==> config.mk <==
export PLATFORM = sky130hd
export DESIGN_NAME = mem_level_dbus
export DESIGN_NICKNAME = d
export VERILOG_FILES = /design/src/rtl/mem_level_dbus.sv
export SDC_FILE = /design/constraint.sdc
export NUM_CORES = 1
export LEC_CHECK = 0
export BUFFER_PORTS_ARGS = -buffer_cell sky130_fd_sc_hd__buf_2
export CORE_AREA = 2 2 178 180
export DETAILED_ROUTE_END_ITERATION = 10
export DIE_AREA = 0 0 180 182
export SETUP_SLACK_MARGIN = 0.4
export SYNTH_ARGS = -nofsm -noshare
export SYNTH_HDL_FRONTEND = slang
export SYNTH_SLANG_ARGS = --single-unit
==> constraint.sdc <==
create_clock -name clk_i -period 18.5 [get_ports clk_i]
set_input_delay 1.85 -clock clk_i [delete_from_list [all_inputs] [get_ports clk_i]]
set_output_delay 1.85 -clock clk_i [all_outputs]
set_load 0.005 [all_outputs]
==> src/rtl/mem_level_dbus.sv <==
// MEM pipeline stage driving a req/ready data bus with store lane steering and load extension.
// Optional MEM_ALIGN_EXC_EN: misaligned accesses skip the bus and raise align_exc_o.
`ifndef WIDTH_INSTR
`define WIDTH_INSTR 32
`endif

module mem_level_dbus #(
    parameter int unsigned WIDTH_T = 2,
    parameter int unsigned TIMEOUT = 0
) (
    input  logic                    clk_i,
    input  logic                    rst_i,
    input  logic                    stall_i,
    input  logic                    clr_i,
    input  logic [`WIDTH_INSTR-1:0] instr_mem_i,
    input  logic [31:0]             pc_mem_i,
    input  logic [31:0]             alu_out_mem_i,
    input  logic [31:0]             mem_write_data_mem_i,
    input  logic [4:0]              addr_rt_mem_i,
    input  logic [4:0]              reg_write_addr_mem_i,
    input  logic [31:0]             reg_write_data_mem_i,
    input  logic [WIDTH_T-1:0]      tnew_mem_i,
    input  logic [4:0]              regaddr_wb_i,
    input  logic [31:0]             regdata_wb_i,
    output logic                    dbus_req_o,
    output logic                    dbus_we_o,
    output logic [31:0]             dbus_addr_o,
    output logic [3:0]              dbus_be_o,
    output logic [31:0]             dbus_wdata_o,
    input  logic                    dbus_ready_i,
    input  logic [31:0]             dbus_rdata_i,
    output logic                    mem_stall_o,
    output logic [4:0]              regaddr_mem_o,
    output logic [31:0]             regdata_mem_o,
`ifdef MEM_ALIGN_EXC_EN
    output logic                    align_exc_o,
`endif
    output logic [`WIDTH_INSTR-1:0] instr_wb_o,
    output logic [31:0]             pc_wb_o,
    output logic [4:0]              reg_write_addr_wb_o,
    output logic [31:0]             reg_write_data_wb_o,
    output logic [WIDTH_T-1:0]      tnew_wb_o
);

    typedef enum logic [1:0] {StIdle, StReq, StWait, StDone} state_e;

    localparam logic [5:0] OpLb  = 6'b100000;
    localparam logic [5:0] OpLh  = 6'b100001;
    localparam logic [5:0] OpLw  = 6'b100011;
    localparam logic [5:0] OpLbu = 6'b100100;
    localparam logic [5:0] OpLhu = 6'b100101;
    localparam logic [5:0] OpSb  = 6'b101000;
    localparam logic [5:0] OpSh  = 6'b101001;
    localparam logic [5:0] OpSw  = 6'b101011;

    state_e      state_q, state_d;
    logic [31:0] cnt_q, cnt_d;
    logic [31:0] rdata_q, rdata_d;
    logic [31:0] addr_q;
    logic        we_q;
    logic [3:0]  be_q;
    logic [31:0] wdata_q;

    logic [5:0]  opcode;
    logic [1:0]  a;
    logic        is_load, is_store, is_mem, misalign, latch_req, load_wb;
    logic [31:0] st_data, st_wdata, load_val, wb_data;
    logic [3:0]  st_be;
    logic [7:0]  sel_byte;
    logic [15:0] sel_half;
    logic [4:0]  wb_addr;
    logic [WIDTH_T-1:0] tnew_d;

    assign opcode = instr_mem_i[31:26];
    assign a      = alu_out_mem_i[1:0];

    always_comb begin
        is_load  = 1'b0;
        is_store = 1'b0;
        misalign = 1'b0;
        case (opcode)
            OpLb, OpLbu: is_load = 1'b1;
            OpLh, OpLhu: begin is_load = 1'b1; misalign = a[0]; end
            OpLw:        begin is_load = 1'b1; misalign = (a != 2'b00); end
            OpSb:        is_store = 1'b1;
            OpSh:        begin is_store = 1'b1; misalign = a[0]; end
            OpSw:        begin is_store = 1'b1; misalign = (a != 2'b00); end
            default:     ;
        endcase
        is_mem = is_load | is_store;
    end

    // Store data may still be in flight in WB; bypass it here.
    assign st_data = (regaddr_wb_i == addr_rt_mem_i && regaddr_wb_i != 5'd0) ?
                     regdata_wb_i : mem_write_data_mem_i;

    always_comb begin
        st_be    = 4'b1111;
        st_wdata = st_data;
        case (opcode)
            OpSh: begin
                st_be    = a[1] ? 4'b1100 : 4'b0011;
                st_wdata = {2{st_data[15:0]}};
            end
            OpSb: begin
                st_be    = 4'b0001 << a;
                st_wdata = {4{st_data[7:0]}};
            end
            OpSw:    ;
            default: st_wdata = '0;
        endcase
    end

    always_comb begin
        state_d   = state_q;
        cnt_d     = cnt_q;
        rdata_d   = rdata_q;
        latch_req = 1'b0;
        unique case (state_q)
            StIdle: begin
                if (is_mem) begin
`ifdef MEM_ALIGN_EXC_EN
                    if (misalign) begin
                        state_d = StDone;
                        rdata_d = '0;
                    end else begin
                        state_d   = StReq;
                        latch_req = 1'b1;
                    end
`else
                    state_d   = StReq;
                    latch_req = 1'b1;
`endif
                end
            end
            StReq: begin
                cnt_d = '0;
                if (dbus_ready_i) begin
                    rdata_d = dbus_rdata_i;
                    state_d = StDone;
                end else begin
                    state_d = StWait;
                end
            end
            StWait: begin
                if (dbus_ready_i) begin
                    rdata_d = dbus_rdata_i;
                    state_d = StDone;
                end else if (TIMEOUT != 0 && cnt_q == 32'(TIMEOUT - 1)) begin
                    rdata_d = '0;
                    state_d = StDone;
                end else begin
                    cnt_d = cnt_q + 32'd1;
                end
            end
            StDone: begin
                if (!stall_i) state_d = StIdle;
            end
            default: state_d = StIdle;
        endcase
    end

    always_ff @(posedge clk_i or posedge rst_i) begin
        if (rst_i) begin
            state_q <= StIdle;
            cnt_q   <= '0;
            rdata_q <= '0;
            addr_q  <= '0;
            we_q    <= 1'b0;
            be_q    <= '0;
            wdata_q <= '0;
        end else begin
            state_q <= state_d;
            cnt_q   <= cnt_d;
            rdata_q <= rdata_d;
            if (latch_req) begin
                addr_q  <= {alu_out_mem_i[31:2], 2'b00};
                we_q    <= is_store;
                be_q    <= st_be;
                wdata_q <= st_wdata;
            end
        end
    end

`ifdef MEM_ALIGN_EXC_EN
    logic exc_q, exc_d;

    always_comb begin
        exc_d = exc_q;
        if (state_q == StIdle && is_mem) exc_d = misalign;
        else if (state_q == StDone && !stall_i) exc_d = 1'b0;
    end

    always_ff @(posedge clk_i or posedge rst_i) begin
        if (rst_i) exc_q <= 1'b0;
        else       exc_q <= exc_d;
    end

    assign align_exc_o = exc_q && (state_q == StDone);
    assign wb_addr     = exc_q ? 5'd0 : reg_write_addr_mem_i;
`else
    assign wb_addr = reg_write_addr_mem_i;
`endif

    assign dbus_req_o   = (state_q == StReq) || (state_q == StWait);
    assign dbus_we_o    = we_q;
    assign dbus_addr_o  = addr_q;
    assign dbus_be_o    = be_q;
    assign dbus_wdata_o = wdata_q;
    assign mem_stall_o  = is_mem && (state_q != StDone);

    assign regaddr_mem_o = (tnew_mem_i != '0) ? 5'd0 : reg_write_addr_mem_i;
    assign regdata_mem_o = reg_write_data_mem_i;

    always_comb begin
        case (a)
            2'd0:    sel_byte = rdata_q[7:0];
            2'd1:    sel_byte = rdata_q[15:8];
            2'd2:    sel_byte = rdata_q[23:16];
            default: sel_byte = rdata_q[31:24];
        endcase
        sel_half = a[1] ? rdata_q[31:16] : rdata_q[15:0];
        case (opcode)
            OpLb:    load_val = {{24{sel_byte[7]}}, sel_byte};
            OpLbu:   load_val = {24'b0, sel_byte};
            OpLh:    load_val = {{16{sel_half[15]}}, sel_half};
            OpLhu:   load_val = {16'b0, sel_half};
            default: load_val = rdata_q;
        endcase
        wb_data = is_load ? load_val : reg_write_data_mem_i;
    end

    assign tnew_d  = (tnew_mem_i >= WIDTH_T'(1)) ? tnew_mem_i - WIDTH_T'(1) : '0;
    assign load_wb = !stall_i && (is_mem ? (state_q == StDone) : 1'b1);

    always_ff @(posedge clk_i or posedge rst_i) begin
        if (rst_i) begin
            instr_wb_o          <= '0;
            pc_wb_o             <= '0;
            reg_write_addr_wb_o <= '0;
            reg_write_data_wb_o <= '0;
            tnew_wb_o           <= '0;
        end else if (clr_i) begin
            instr_wb_o          <= '0;
            pc_wb_o             <= '0;
            reg_write_addr_wb_o <= '0;
            reg_write_data_wb_o <= '0;
            tnew_wb_o           <= '0;
        end else if (load_wb) begin
            instr_wb_o          <= instr_mem_i;
            pc_wb_o             <= pc_mem_i;
            reg_write_addr_wb_o <= wb_addr;
            reg_write_data_wb_o <= wb_data;
            tnew_wb_o           <= tnew_d;
        end
    end

endmodule

# [Yosys cells after proc, flatten, opt, wreduce, memory -nomap -nowiden]
# Index checks and enable logic that the tools add are counted.
# Widths: inputs -> output; s select.
[op_classes] n_div=0 eq_ne=18 shift=1 n_lt_le_gt_ge=1 reduce_logical=15 bitwise_logic=1 multipliers=0 n_addsub=1 mux=30
[ops] op="$mux 32" n=8
[ops] op="$pmux 32 s4" n=1
[ops] op="$pmux 32 s3" n=1
[ops] op="$eq 6x6->1 const B" n=8
[ops] op="$pmux 8 s3" n=1
[ops] op="$mux 16" n=1
[ops] op="$mux 5" n=3
[ops] op="$mux 2" n=6
[ops] op="$ne 2x2->1 const B" n=4
[ops] op="$pmux 2 s4" n=1
[ops] op="$pmux 4 s2" n=1
[ops] op="$eq 2x2->1 const B" n=3
[ops] op="$mux 1" n=6
[ops] op="$eq 5x5->1" n=1
[ops] op="$reduce_bool 5->1" n=1
[ops] op="$reduce_or 5->1" n=1
[ops] op="$eq 2x1->1 const B" n=2
[ops] op="$logic_not 2->1" n=2
[ops] op="$mux 4" n=1
[ops] op="$reduce_bool 2->1" n=2
[ops] op="$shl 1x2->4 const A" n=1
[ops] op="$logic_and 1x1->1" n=3
[ops] op="$reduce_and 3->1" n=1
[ops] op="$reduce_or 3->1" n=1
[ops] op="other kinds (7)" n=7
[totals] mem_bits_rw=0 n_memories=0 in_bits=246 wordCells=78 reg_bits=204 out_inout_bits=211 latch_bits=0 romBits=0

# [Depth between registers and ports, before layout]
# Gate-level depths: netlist of run 1.
[logic_depth] word_depth=8 depth_mapped=8 ltp_nobuf=6

# [Worst setup path before layout of run 1]
# Ideal clock, no wire load.
[synth_path] path_kind="input -> output" from="in instr_mem_i[26]" to="out mem_stall_o" n_path_buf=1 path_stages=3 required_ns=16.650 arrival_ns=2.500 path_slack_ns=14.150 cell_sequence="buf_2 nand2b_4 a211oi_4"
[synth_via] elab_chain_len=5 elab_cells_between_ends=14 cone_classes="eq/ne: 8; mux: 2; bitwise: 1; reduce/logical: 3"
[synth_lines] item="from (decl)" line_no="15" text="input logic [`WIDTH_INSTR-1:0] instr_mem_i,"
[synth_lines] item="$eq 6x6->1" line_no="81" text="case (opcode)"
[synth_lines] item="$reduce_or 5->1 (no source line) / $reduce_or 3->1 (equally long branches)"
[synth_lines] item="$mux 1" line_no="81"
[synth_lines] item="$or 1x1->1 (*)" line_no="90" text="is_mem = is_load | is_store;"
[synth_lines] item="$logic_and 1x1->1 (*)" line_no="210" text="assign mem_stall_o = is_mem && (state_q != StDone);"
[synth_lines] item="to (decl)" line_no="32" text="output logic mem_stall_o,"
# Every way passes the cells marked *; elsewhere a longest branch is shown, timed or not.

# [Final worst setup path of run 1]
# Same ends and word-level chain as after synthesis.

==> results of run 1 <==
[registers in the layout, indices dropped and copies added, names as in the netlist, 4 cells and up]
register / cells
dbus_wdata_o: 32
instr_wb_o: 32
pc_wb_o: 32
rdata_q: 32
reg_write_data_wb_o: 32
dbus_addr_o: 30
reg_write_addr_wb_o: 5
dbus_be_o: 4
[synth_stat cells (all sizes together), types with 3 or more instances]
| cell | instances | area, µm² |
|---|---|---|
| nor2 | 37 | 141.4 |
| o211ai | 18 | 140.1 |
| and2 | 7 | 43.79 |
| a221o | 6 | 60.06 |
| dfrtp | 204 | 5105 |
| o21ai | 57 | 289.0 |
| mux2i | 31 | 310.3 |
| ha | 5 | 62.56 |
| mux2 | 67 | 754.5 |
| inv | 22 | 82.58 |
| nand3 | 6 | 30.03 |
| nor3 | 10 | 72.57 |
| a21oi | 24 | 150.1 |
| a22o | 69 | 604.3 |
| a21o | 9 | 67.56 |
| nand2b | 6 | 45.04 |
| mux4 | 12 | 270.3 |
| nand2 | 73 | 276.5 |
| a211oi | 3 | 35.03 |
| o221ai | 12 | 105.1 |
| clkbuf | 18 | 67.56 |
| xnor2 | 4 | 35.03 |
| a22oi | 24 | 180.2 |
| buf | 74 | 496.7 |
| a221oi | 7 | 105.1 |
[kinds of logic after synthesis]
kind of cell / after synthesis / share of synthesized area, %
xor gates and xnor gates: 4 / 0.3602
AOI/OAI and AO/OA: 237 / 18.63
adders and majority gates: 5 / 0.6433
muxes: 110 / 13.73
and+or+nand+nor: 152 / 7.450
DFF: 204 / 52.50
buffers and inverters: 114 / 6.652
other: 1 / 0.03856
[worst min-delay path by stage]
stage | from | to | cells after the start
6_report | dbus_wdata_o[0] | dbus_wdata_o[0] | 2
5_1_grt | dbus_addr_o[21] | dbus_addr_o[21] | 1
4_1_cts | dbus_wdata_o[1] | dbus_wdata_o[1] | 2
3_5_place_dp | dbus_be_o[0] | dbus_be_o[0] | 1
3_3_place_gp | dbus_wdata_o[6] | dbus_wdata_o[6] | 2
2_1_floorplan | dbus_we_o | dbus_we_o | 2
[worst reg2reg max path: stages (launching register included)]
cell	delay, ns
dfrtp_1	0.42
ha_1	0.24
a211oi_4	0.40
o21ba_4	0.62
buf_4	0.64
a22oi_1	0.24
o21ai_1	0.15
[metrics by stage]
step | instances | total power, mW
2_1_floorplan | 828 | 0.8968
3_3_place_gp | 1601 | 1.095
3_5_place_dp | 1601 | 1.107
6_report | 1646 | 1.589
5_1_grt | 1645 | 1.680
4_1_cts | 1644 | 1.610
[final cells by class]
| type | count | area share, % |
|---|---|---|
| repair buffers | 463 | 18.19 |
| clock buffers | 31 | 5.351 |
| diodes | 2 | 0.03892 |
| well taps | 402 | 3.911 |
| flip-flops and latches | 204 | 39.70 |
| clock inverters | 12 | 1.119 |
| inverters | 22 | 0.7005 |
| multi-input cells | 510 | 30.99 |
[metal layers]
layer | track usage, % | vias up | share of wire, %
met5 | 0 | - | 0.13
met4 | 5.301 | 6 | 2.3
met3 | 4.292 | 49 | 7.1
met2 | 33.75 | 310 | 49
met1 | 25.14 | 4051 | 41
li1 | - | 3803 | -
[where the power goes]
part / leakage, nW / internal, mW / switching [mW] / total, mW
combinational: 3.64 / 0.220 / 0.204 / 0.424
sequential: 2.63 / 0.574 / 0.0958 / 0.670
clock: 0.410 / 0.304 / 0.192 / 0.496
total: 6.68 / 1.10 / 0.492 / 1.59
[cell usage in the layout, fill, tap and decap left out, types with 3 or more instances in the layout]
| master | count |
|---|---|
| buf_2 | 454 |
| dfrtp_1 | 204 |
| nand2_1 | 71 |
| a22o_1 | 69 |
| mux2_2 | 37 |
| nor2_1 | 36 |
| o21ai_1 | 31 |
| mux2i_1 | 31 |
| mux2_1 | 30 |
| o21ai_0 | 25 |
| clkbuf_16 | 25 |
| a22oi_1 | 24 |
| inv_1 | 21 |
| o211ai_1 | 17 |
| a21oi_1 | 16 |
| mux4_2 | 12 |
| o221ai_1 | 12 |
| a21o_1 | 9 |
| buf_4 | 9 |
| a21oi_2 | 8 |
| nor3_1 | 8 |
| and2_1 | 7 |
| a221oi_2 | 7 |
| a221o_1 | 6 |
| nand3_1 | 6 |
| clkinv_2 | 6 |
| nand2b_1 | 5 |
| ha_1 | 5 |
| xnor2_1 | 4 |
| clkbuf_8 | 4 |
| bufinv_16 | 3 |
==> reports/qor.tcl, run 1 <==
set qor(outcome) {finished, final reports clean}
set qor(crit_top_cell) {buf_2}
set qor(floorplan.rows) 65
set qor(finalClockSkew_ns) 0.03029
set qor(synth-seq-area-share_pct) 52.50
set qor(register_area_um2) 5105
set qor(tritoncts) {done}
set qor(final_hold_viol_count) 0
set qor(ys_seq_elements) 204
set qor(crit-reg2reg-capture) {reg_write_data_wb_o[24]}
set qor(cp_launch_type) {input pin}
set qor(final_period_minus_worst_setup_slack_ns) 4.939
set qor(placement.cell_area_um2) 12020
set qor(max_slew.worst_pin.slew_ns) 1.081
set qor(irDropWorstVdd_mv) 0.05850
set qor(critical_path_peak_fanout) 26
set qor(avgViaCountPerCell) 4.993
set qor(reg2reg_slack_ns) 15.74
set qor(timing.max_cap.violations) 0
set qor(post-route-period-util_pct) 26.70
set qor(fin_area_um2) 12860
set qor(yosys_most_used_dff) {dfrtp_1}
set qor(dr.first_iter.drc_count) 357
set qor(grt_max_degree) 145
set qor(wirelength_um) 33220
set qor(cts.root.buffer_cell) {clkbuf_16}
set qor(floorplan.die_area_um2) 32760
set qor(final.fill_count) 3102
set qor(worst_slack_on_hold_paths_ns) 0.4771
set qor(worstSkewPairLatency_ns) 0.54
set qor(layout.core_utilization_pct) 41.50
set qor(critical-path-slowest-cell) {a211oi_4}
set qor(setup.worst_path.start) {instr_mem_i[26]}
set qor(timing.critical_path.to_type) {primary output}
set qor(leakagePower_nw) 6.683
set qor(synth_async_sr_flop_share_pct) 100.0
set qor(chipWidth_um) 180
set qor(multi_input_gate_area_in_the_final_layout_um2) 3985
set qor(critical_path_depth) 5
set qor(synth_cells) 827
set qor(synth_enable_flop_cells) 0
set qor(setup_viol_count_final) 0
set qor(grt_pass1_wl_um) 50270
set qor(worst_path_largest_cell_delay_ns) 0.41
set qor(h-tree-depth) 1
set qor(fin_setup_tns_ns) 0
set qor(postCtsResizedCells) 0
set qor(rsz0062_at_grt) {false}
set qor(postCtsSetupBuffers) 0
set qor(critical_path_buf_inv_count) 3
set qor(hold_class) {reg2reg}
set qor(overall_routing_resource_usage_pct) 19.68
set qor(cts_made_buffers) 24
set qor(fmaxAchievable_mhz) 202.5
set qor(flow.area_growth_from_synthesis_pct) 32.24
set qor(r2r_start) {state_q[1]}
set qor(drt-pass1-iter-count) 5
set qor(yosysUniqueCellTypes) 56
set qor(remaining_drc_errors) 0
set qor(post_route_cells_drive_above_1_share_pct) 47.10
set qor(clockBufferDepth) 3
set qor(dr_total_vias) 8219
set qor(slew_headroom_pct) 27.42
set qor(post_cts_clock_slew_at_the_launch_and_capture_registers_of_the_worst_setup_and_hold_paths_ns) 0.06
set qor(place.detailed.hpwl_um) 24850
set qor(dieHeight_um) 182
set qor(drt.antenna.violating_nets) 0
set qor(cp_cell_sequence) {buf_2, buf_4, nand2b_4, a211oi_4, buf_2}
set qor(timing.critical_path.required_ns) 16.65
set qor(synth-warning-count) 0
set qor(power_density_nw_per_um2) 123.6
set qor(final-max-slew-violation-count) 0
set qor(cts.sinks) 204
set qor(syn-cell-area_um2) 9724
set qor(initial_core_util_pct) 31.38
set qor(place_worst_setup_slack_ns) 13.53
set qor(postSynthAreaPerCell_um2) 11.76
set qor(worst-setup-path-type) {in2out}
set qor(worst_setup_path_endpoint) {mem_stall_o}
set qor(design.portCount) 457
set qor(timing.critical_path.max_delay_family) {buffers and inverters}
set qor(gp_routability_congestion) 0.8138
set qor(hold_buffers) 0
set qor(worst-endpoint-arrival_ns) 3.09
set qor(portBuffers) 454
set qor(reg2reg_depth) 6
set qor(final.setup.worst_slack_ns) 13.56
set qor(via_count_of_the_first_global_routing_pass) 8318
set qor(grt_antenna_before_repair) 5
set qor(nets_finish) 1476
set qor(total_congestion_overflow_after_global_routing) 0
set qor(average_routed_wire_per_standard_cell_um) 20.18
set qor(core_um2) 30990
(Power assumes the default switching activity.)
==> inputs of run 2 (changes only) <==
--- a/config.mk
+++ b/config.mk
@@ -5,10 +5,11 @@
 export SDC_FILE = /design/constraint.sdc
 export NUM_CORES = 1
 export LEC_CHECK = 0
+export ABC_AREA = 1
 export BUFFER_PORTS_ARGS = -buffer_cell sky130_fd_sc_hd__buf_2
-export CORE_AREA = 2 2 178 180
+export CORE_AREA = 2 2 179 181
 export DETAILED_ROUTE_END_ITERATION = 10
-export DIE_AREA = 0 0 180 182
+export DIE_AREA = 0 0 181 183
 export SETUP_SLACK_MARGIN = 0.4
 export SYNTH_ARGS = -nofsm -noshare
 export SYNTH_HDL_FRONTEND = slang
==> constraint.sdc (replaced) <==
create_clock -name clk_i -period 4.8 [get_ports clk_i]
set_input_delay 0.48 -clock clk_i [delete_from_list [all_inputs] [get_ports clk_i]]
set_output_delay 0.48 -clock clk_i [all_outputs]
set_load 0.005 [all_outputs]
==> reports/qor.tcl, run 2 <==
set qor(met3_length_um) 2636 ;# +12%
set qor(grt_antenna_before_repair) 4 ;# -1
set qor(topRoutingLayerUsed) {met5}
set qor(final.setup.worst_slack_ns) 2.025 ;# -11.54 ns
set qor(route.met2.wl_um) 17060 ;# +4.5%
set qor(worstSkewPairLatency_ns) 0.53 ;# about the same
set qor(worst-setup-path-type) {in2out}
set qor(worst_slack_on_hold_paths_ns) 0.1505 ;# -0.3266 ns
set qor(dieHeight_um) 183 ;# +0.55%
set qor(drt.antenna.violating_nets) 0 ;# unchanged
set qor(layout_commonest_cell) {nand2_1}
set qor(design.portCount) 457 ;# unchanged
set qor(h-tree-depth) 1 ;# unchanged
set qor(post_route_cells_drive_above_1_share_pct) 30.87 ;# -16 points
set qor(place.detailed.hpwl_um) 27030 ;# +8.7%
set qor(final.fill_count) 3293 ;# +6.2%
set qor(timing.critical_path.to_type) {primary output}
set qor(final_hold_viol_count) 0 ;# unchanged
set qor(dr_total_vias) 10350 ;# +26%
set qor(initial_core_util_pct) 33.18 ;# +1.8 points
set qor(grt_pass1_wl_um) 55900 ;# +11%
set qor(layout.cells.most_common_list) {nand2_1 (626), buf_2 (454), dfrtp_1 (204)}
set qor(synthDominantAreaCellType) {dfrtp_1}
set qor(hold_class) {in2async}
set qor(slew_headroom_pct) 19.81 ;# -7.6 points
set qor(yosys_most_used_dff) {dfrtp_1}
set qor(synthMostInstantiatedCell) {nand2_1}
set qor(internal_power_mw) 4.030 ;# +270%
set qor(post-route-period-util_pct) 57.81
set qor(final-max-slew-violation-count) 0 ;# unchanged
set qor(sw_frac_of_total_pct) 31.67 ;# +0.70 points
set qor(synth_commonest_cells) {nand2_1 (626), dfrtp_1 (204), inv_1 (106)}
set qor(finalClockSkew_ns) 0.01982 ;# -0.01047 ns
set qor(portBuffers) 454 ;# unchanged
set qor(r2r_start) {state_q[0]}
set qor(irDropWorstVdd_mv) 0.2688 ;# +360%
set qor(place_worst_setup_slack_ns) 1.529 ;# -12.01 ns
set qor(synth_async_sr_flop_share_pct) 100.0 ;# unchanged
set qor(worst-endpoint-arrival_ns) 2.29 ;# -0.80 ns
set qor(max_slew.worst_pin.slew_ns) 1.203 ;# +0.1222 ns
set qor(drt-pass1-iter-count) 5 ;# unchanged
set qor(setup_viol_count_final) 0 ;# unchanged
set qor(hold_buffers) 0 ;# unchanged
set qor(floorplan.rows) 65 ;# unchanged
set qor(power_density_nw_per_um2) 434.5 ;# +250%
set qor(synth_cells) 1377 ;# +67%
set qor(rsz0062_at_grt) {false}
set qor(grt_max_degree) 114 ;# -21%
set qor(layout.core_utilization_pct) 43.47 ;# +2.0 points
set qor(postCtsSetupBuffers) 0 ;# unchanged
set qor(reg2reg_slack_ns) 2.30 ;# -13.44 ns
set qor(ys_seq_elements) 204 ;# unchanged
set qor(timing.critical_path.required_ns) 4.32 ;# -12.33 ns
set qor(outcome) {finished, final reports clean}
set qor(seq_power_share_pct) 39.5 ;# -2.6 points
set qor(cp_launch_type) {input pin}
set qor(fmaxAchievable_mhz) 360.4
set qor(remaining_drc_errors) 0 ;# unchanged
set qor(wirelength_um) 36380 ;# +9.5%
set qor(avgViaCountPerCell) 4.720 ;# -5.5%
set qor(comb_power_share_pct) 26.3 ;# -0.4 points
set qor(crit-reg2reg-capture) {rdata_q[10]}
set qor(gp_routability_congestion) 0.8931 ;# +9.7%
set qor(critical_path_peak_fanout) 57 ;# +120%
set qor(synth-warning-count) 0 ;# unchanged
set qor(leakagePower_nw) 8.093 ;# +21%
set qor(yosysUniqueCellTypes) 33 ;# -41%
set qor(syn-cell-area_um2) 10360 ;# +6.6%
set qor(core_um2) 31230 ;# +0.79%
set qor(fin_area_um2) 13580 ;# +5.6%
set qor(timing.max_cap.violations) 0 ;# unchanged
set qor(ys_top_cells_by_area) {dfrtp_1 (49%), nand2_1 (23%), inv_1 (3.8%), nand3_1 (3.7%), buf_4 (3.7%)}
set qor(chipWidth_um) 181 ;# +0.56%
set qor(post_layout_nonfiller_instances) 2192 ;# +33%
set qor(flow.area_growth_from_synthesis_pct) 31.01
set qor(synthDominantCellAreaShare_pct) 49.26 ;# -3.2 points
set qor(floorplan.die_area_um2) 33120 ;# +1.1%
set qor(nets_finish) 2021 ;# +37%
set qor(overall_routing_resource_usage_pct) 21.28 ;# +1.6 points
set qor(total_congestion_overflow_after_global_routing) 0 ;# unchanged
set qor(switching_power_total_mw) 1.868 ;# +280%
set qor(post_cts_clock_slew_at_the_launch_and_capture_registers_of_the_worst_setup_and_hold_paths_ns) 0.06 ;# about the same
set qor(design_power_total_mw) 5.898 ;# +270%
set qor(cts.root.buffer_cell) {clkbuf_16}
set qor(average_routed_wire_per_standard_cell_um) 16.60 ;# -18%
set qor(dr.first_iter.drc_count) 731 ;# +100%
set qor(cts.sinks) 204 ;# unchanged
set qor(final_period_minus_worst_setup_slack_ns) 2.775
set qor(clockBufferDepth) 3 ;# unchanged
set qor(cts_made_buffers) 24 ;# unchanged
set qor(m1WireLength_um) 15660 ;# +14%
set qor(placed_cells_incl_taps) 2146 ;# +34%
set qor(via_count_of_the_first_global_routing_pass) 9808 ;# +18%
set qor(placement.cell_area_um2) 12690 ;# +5.6%
set qor(postSynthAreaPerCell_um2) 7.525 ;# -36%
set qor(reg2reg_depth) 5 ;# -1
set qor(synth-seq-area-share_pct) 49.26 ;# -3.2 points
set qor(synth_enable_flop_cells) 0 ;# unchanged
set qor(fin_setup_tns_ns) 0 ;# unchanged
set qor(tritoncts) {done}
set qor(clock_power_share_pct) 34.3 ;# +3.1 points
set qor(postCtsResizedCells) 0 ;# unchanged
[run 2: cell types whose count changed after synthesis, sizes merged, moves of 31 or more]
cell,delta
inv,+88
mux2,-52
a22o,-69
nor2,+38
nand2,+556
nand3,+73
mux2i,-31
[run 2: per-layer routing]
layer  global-route usage, %  up-vias
met5                       0        -
met4                   6.146        4
met3                   4.567       64
met2                   34.88      383
met1                   28.46     4832
li1                        -     5063
[run 2: how the worst max path moves through the flow]
stage | from | to | cells after the start
global placement | instr_mem_i[31] | reg_write_data_wb_o[12] | 14
CTS | instr_mem_i[30] | mem_stall_o | 10
global route | instr_mem_i[27] | tnew_wb_o[0] | 13
detailed placement | instr_mem_i[31] | reg_write_data_wb_o[12] | 14
finish | instr_mem_i[30] | mem_stall_o | 10
floorplan | rst_i | dbus_addr_o[10] | 1
[run 2: kinds of logic after synthesis]
kind of cell             count (synthesis)  synth area share [%]
AO/OA/AOI/OAI                          107                 5.868
adder cells (fa/ha/maj)                  5                0.6037
flip-flops                             204                 49.26
multiplexers                            15                 1.630
other                                    1               0.03619
AND/OR/NAND/NOR                        833                 32.85
buffers and inverters                  212                 9.744
[run 2: power groups by stage]
stage / sequential, mW / combinational (mW) / clock (mW)
CTS: 2.32 / 1.56 / 2.08
floorplan: 2.34 / 0.871 / 0
detailed placement: 2.35 / 1.56 / 0
global route: 2.37 / 1.75 / 2.15
finish: 2.33 / 1.55 / 2.02
global placement: 2.35 / 1.54 / 0
[run 2: area by class of cell]
class / instances / area [µm²] / share of cell area (%)
antenna: 2 / 5.005 / 0.03687
tap: 402 / 503.0 / 3.705
clock inverter: 9 / 172.7 / 1.272
sequential: 204 / 5105 / 37.60
clock buffer: 35 / 703.2 / 5.180
inverter: 111 / 420.4 / 3.097
timing repair buffer: 467 / 2395 / 17.64
multi-input combinational: 962 / 4272 / 31.47
[run 2: worst max-delay path, cell delays in order]
cell     delay (ns)
buf_2          0.14
nor2_8         0.19
nand3_4        0.23
nand2_2        0.13
buf_4          0.46
inv_2          0.19
nand2_2        0.12
nand2_2        0.09
inv_1          0.13
buf_2          0.13
==> inputs of run 3 (changes only) <==
--- a/config.mk
+++ b/config.mk
@@ -7,9 +7,9 @@
 export LEC_CHECK = 0
 export ABC_AREA = 1
 export BUFFER_PORTS_ARGS = -buffer_cell sky130_fd_sc_hd__buf_2
-export CORE_AREA = 2 2 179 181
+export CORE_AREA = 2 2 178 180
 export DETAILED_ROUTE_END_ITERATION = 10
-export DIE_AREA = 0 0 181 183
+export DIE_AREA = 0 0 180 182
 export SETUP_SLACK_MARGIN = 0.4
 export SYNTH_ARGS = -nofsm -noshare
 export SYNTH_HDL_FRONTEND = slang
==> constraint.sdc (replaced) <==
create_clock -name clk_i -period 2.3 [get_ports clk_i]
set_input_delay 0.23 -clock clk_i [delete_from_list [all_inputs] [get_ports clk_i]]
set_output_delay 0.23 -clock clk_i [all_outputs]
set_load 0.005 [all_outputs]
==> reports/qor.tcl, run 3 (synthesis gave the netlist of run 2 again) <==
set qor(post_cts_clock_slew_at_the_launch_and_capture_registers_of_the_worst_setup_and_hold_paths_ns) 0.06 ;# about the same
set qor(final-max-slew-violation-count) 0 ;# unchanged
set qor(cp_cell_sequence) {dlygate4sd3_1, buf_2, or2_2, nor2_1, buf_2}
set qor(grt_max_degree) 88 ;# -23%
set qor(layout_commonest_cell) {nand2_1}
set qor(cp_launch_type) {input pin}
set qor(timing.critical_path.required_ns) 2.07 ;# -2.25 ns
set qor(place.detailed.hpwl_um) 28050 ;# +3.8%
set qor(clockBufferDepth) 3 ;# unchanged
set qor(core_um2) 30990 ;# -0.78%
set qor(max_slew.worst_pin.slew_ns) 0.5857 ;# -0.6172 ns
set qor(wirelength_um) 38930 ;# +7.0%
set qor(design.portCount) 457 ;# unchanged
set qor(grt_pass1_wl_um) 60800 ;# +8.8%
set qor(h-tree-depth) 1 ;# unchanged
set qor(slew_headroom_pct) 60.87 ;# +41 points
set qor(gr-max-usage-layer) {met2}
set qor(clock_power_share_pct) 32.1 ;# -2.2 points
set qor(drt.antenna.violating_nets) 0 ;# unchanged
set qor(use_met3_pct) 4.192 ;# -0.38 points
set qor(floorplan.rows) 65 ;# unchanged
set qor(use_met1_pct) 29.81 ;# +1.4 points
set qor(final.setup.worst_slack_ns) 0.5162 ;# -1.509 ns
set qor(layout.cells.most_common_list) {nand2_1 (626), buf_2 (454), dfrtp_1 (203)}
set qor(tritoncts) {done}
set qor(average_routed_wire_per_standard_cell_um) 16.63 ;# +0.20%
set qor(fin_setup_tns_ns) 0 ;# unchanged
set qor(irDropWorstVdd_mv) 0.6817 ;# +150%
set qor(critical_path_peak_fanout) 5 ;# -91%
set qor(dr.first_iter.drc_count) 802 ;# +9.7%
set qor(final_hold_viol_count) 0 ;# unchanged
set qor(post-route-period-util_pct) 77.56
set qor(setup_viol_count_final) 0 ;# unchanged
set qor(final_period_minus_worst_setup_slack_ns) 1.784
set qor(nets_finish) 2171 ;# +7.4%
set qor(crit_top_cell) {buf_2}
set qor(switching_power_total_mw) 3.986 ;# +110%
set qor(layout.core_utilization_pct) 48.66 ;# +5.2 points
set qor(floorplan.die_area_um2) 32760 ;# -1.1%
set qor(initial_core_util_pct) 33.44 ;# +0.26 points
set qor(hold_class) {in2reg}
set qor(portBuffers) 454 ;# unchanged
set qor(sw_frac_of_total_pct) 32.32 ;# +0.65 points
set qor(remaining_drc_errors) 0 ;# unchanged
set qor(finalClockSkew_ns) 0.01597 ;# -0.003853 ns
set qor(chipWidth_um) 180 ;# -0.55%
set qor(fmaxAchievable_mhz) 560.6
set qor(grt_antenna_before_repair) 2 ;# -2
set qor(dr_total_vias) 10990 ;# +6.2%
set qor(gp_routability_congestion) 0.8938 ;# about the same
set qor(flow.area_growth_from_synthesis_pct) 45.51
set qor(outcome) {finished, final reports clean}
set qor(fin_area_um2) 15080 ;# +11%
set qor(cts.root.buffer_cell) {clkbuf_16}
set qor(timing.max_cap.violations) 0 ;# unchanged
set qor(seq_power_share_pct) 39.5 ;# about the same
set qor(placement.cell_area_um2) 12930 ;# +1.9%
set qor(timing.critical_path.to_type) {primary output}
set qor(overall_routing_resource_usage_pct) 23.06 ;# +1.8 points
set qor(dieHeight_um) 182 ;# -0.55%
set qor(post_route_cells_drive_above_1_share_pct) 29.41 ;# -1.5 points
set qor(critical-path-slowest-cell) {dlygate4sd3_1}
set qor(design_power_total_mw) 12.33 ;# +110%
set qor(worst_path_largest_cell_delay_ns) 0.55 ;# +0.09 ns
set qor(power_density_nw_per_um2) 817.8 ;# +88%
set qor(internal_power_mw) 8.345 ;# +110%
set qor(place_worst_setup_slack_ns) 0.2571 ;# -1.272 ns
set qor(via_count_of_the_first_global_routing_pass) 10940 ;# +12%
set qor(cts_made_buffers) 24 ;# unchanged
set qor(comb_power_share_pct) 28.4 ;# +2.1 points
set qor(worst-setup-path-type) {in2out}
set qor(worst-endpoint-arrival_ns) 1.55 ;# -0.74 ns
set qor(avgViaCountPerCell) 4.695 ;# -0.53%
set qor(worstSkewPairLatency_ns) 0.53 ;# about the same
set qor(rsz0062_at_grt) {false}
set qor(total_congestion_overflow_after_global_routing) 0 ;# unchanged
set qor(drt-pass1-iter-count) 5 ;# unchanged
set qor(groute.layer.met2.usage_pct) 39.02 ;# +4.1 points
set qor(cts.sinks) 204 ;# unchanged
set qor(leakagePower_nw) 8.747 ;# +8.1%
[run 3: changes by cell type in the layout (fill, tap and decap cells not counted), sizes merged]
| cell | change |
|---|---|
| clkinvlp | -1 |
| dlygate4sd3 | +132 |
| buf | +18 |
| clkinv | +3 |
| bufinv | -2 |
| diode | -1 |
[run 3: power by group through the flow]
stage	clock network [mW]	logic, mW	registers (mW)
4_1_cts	4.04	3.51	4.85
5_1_grt	4.19	3.93	4.96
3_3_place_gp	0	3.29	4.90
6_report	3.96	3.50	4.87
3_5_place_dp	0	3.32	4.91
2_1_floorplan	0	1.82	4.88
[run 3: repair_timing]
| action | in CTS | in global routing |
|---|---|---|
| hold buffers | 132 | 0 |
| endpoints found under the hold margin | 146 | 0 |
| resized for setup | 0 | 3 |
| setup endpoints to repair | 0 | 2 |
| setup buffers | 0 | 0 |
[run 3: metal layers]
| metal | wire, µm | share of wire (%) | vias up |
|---|---|---|---|
| met5 | 16 | 0.041 | - |
| met4 | 1238 | 3.2 | 2 |
| met3 | 2555 | 6.6 | 76 |
| met2 | 18610 | 48 | 394 |
| met1 | 16510 | 42 | 5153 |
| li1 | - | - | 5366 |
[run 3: stage by stage]
| stage | hold WS, ns | cells |
|---|---|---|
| finish | 0.02591 | 2341 |
| CTS | 0.01041 | 2340 |
| global route | 0.04474 | 2340 |
| floorplan | 0.3205 | 1378 |
| detailed placement | 0.3226 | 2164 |
| global placement | 0.3214 | 2164 |
[run 3: worst max-delay path: cells and delay by family]
family / cells / cell delay [ns]
buf+inv: 3 / 0.82
simple gates: 2 / 0.51
[run 3: layout make-up]
class / count / area, µm²
clock buffer: 35 / 681.9
antenna: 1 / 2.502
clock inverter: 9 / 138.9
timing repair buffer: 617 / 3951
inverter: 111 / 422.9
tap: 402 / 503.0
multi-input combinational: 962 / 4272
fill: 3032 / 15910
sequential: 204 / 5106
[run 3: worst paths after layout]
kind                                          from                endpoint  slack [ns]  depth (start not counted)
hold reg to reg                      instr_wb_o[3]           instr_wb_o[3]        0.46                          2
max in group asynchronous                    rst_i            tnew_wb_o[0]        1.21                          4
setup / recovery                     tnew_mem_i[0]        regaddr_mem_o[3]        0.52                          5
hold / removal             reg_write_addr_mem_i[1]  reg_write_addr_wb_o[1]        0.03                          3
setup reg to reg                        state_q[0]             rdata_q[17]        0.55                          5
min in group asynchronous                    rst_i         dbus_addr_o[23]        0.33                          3
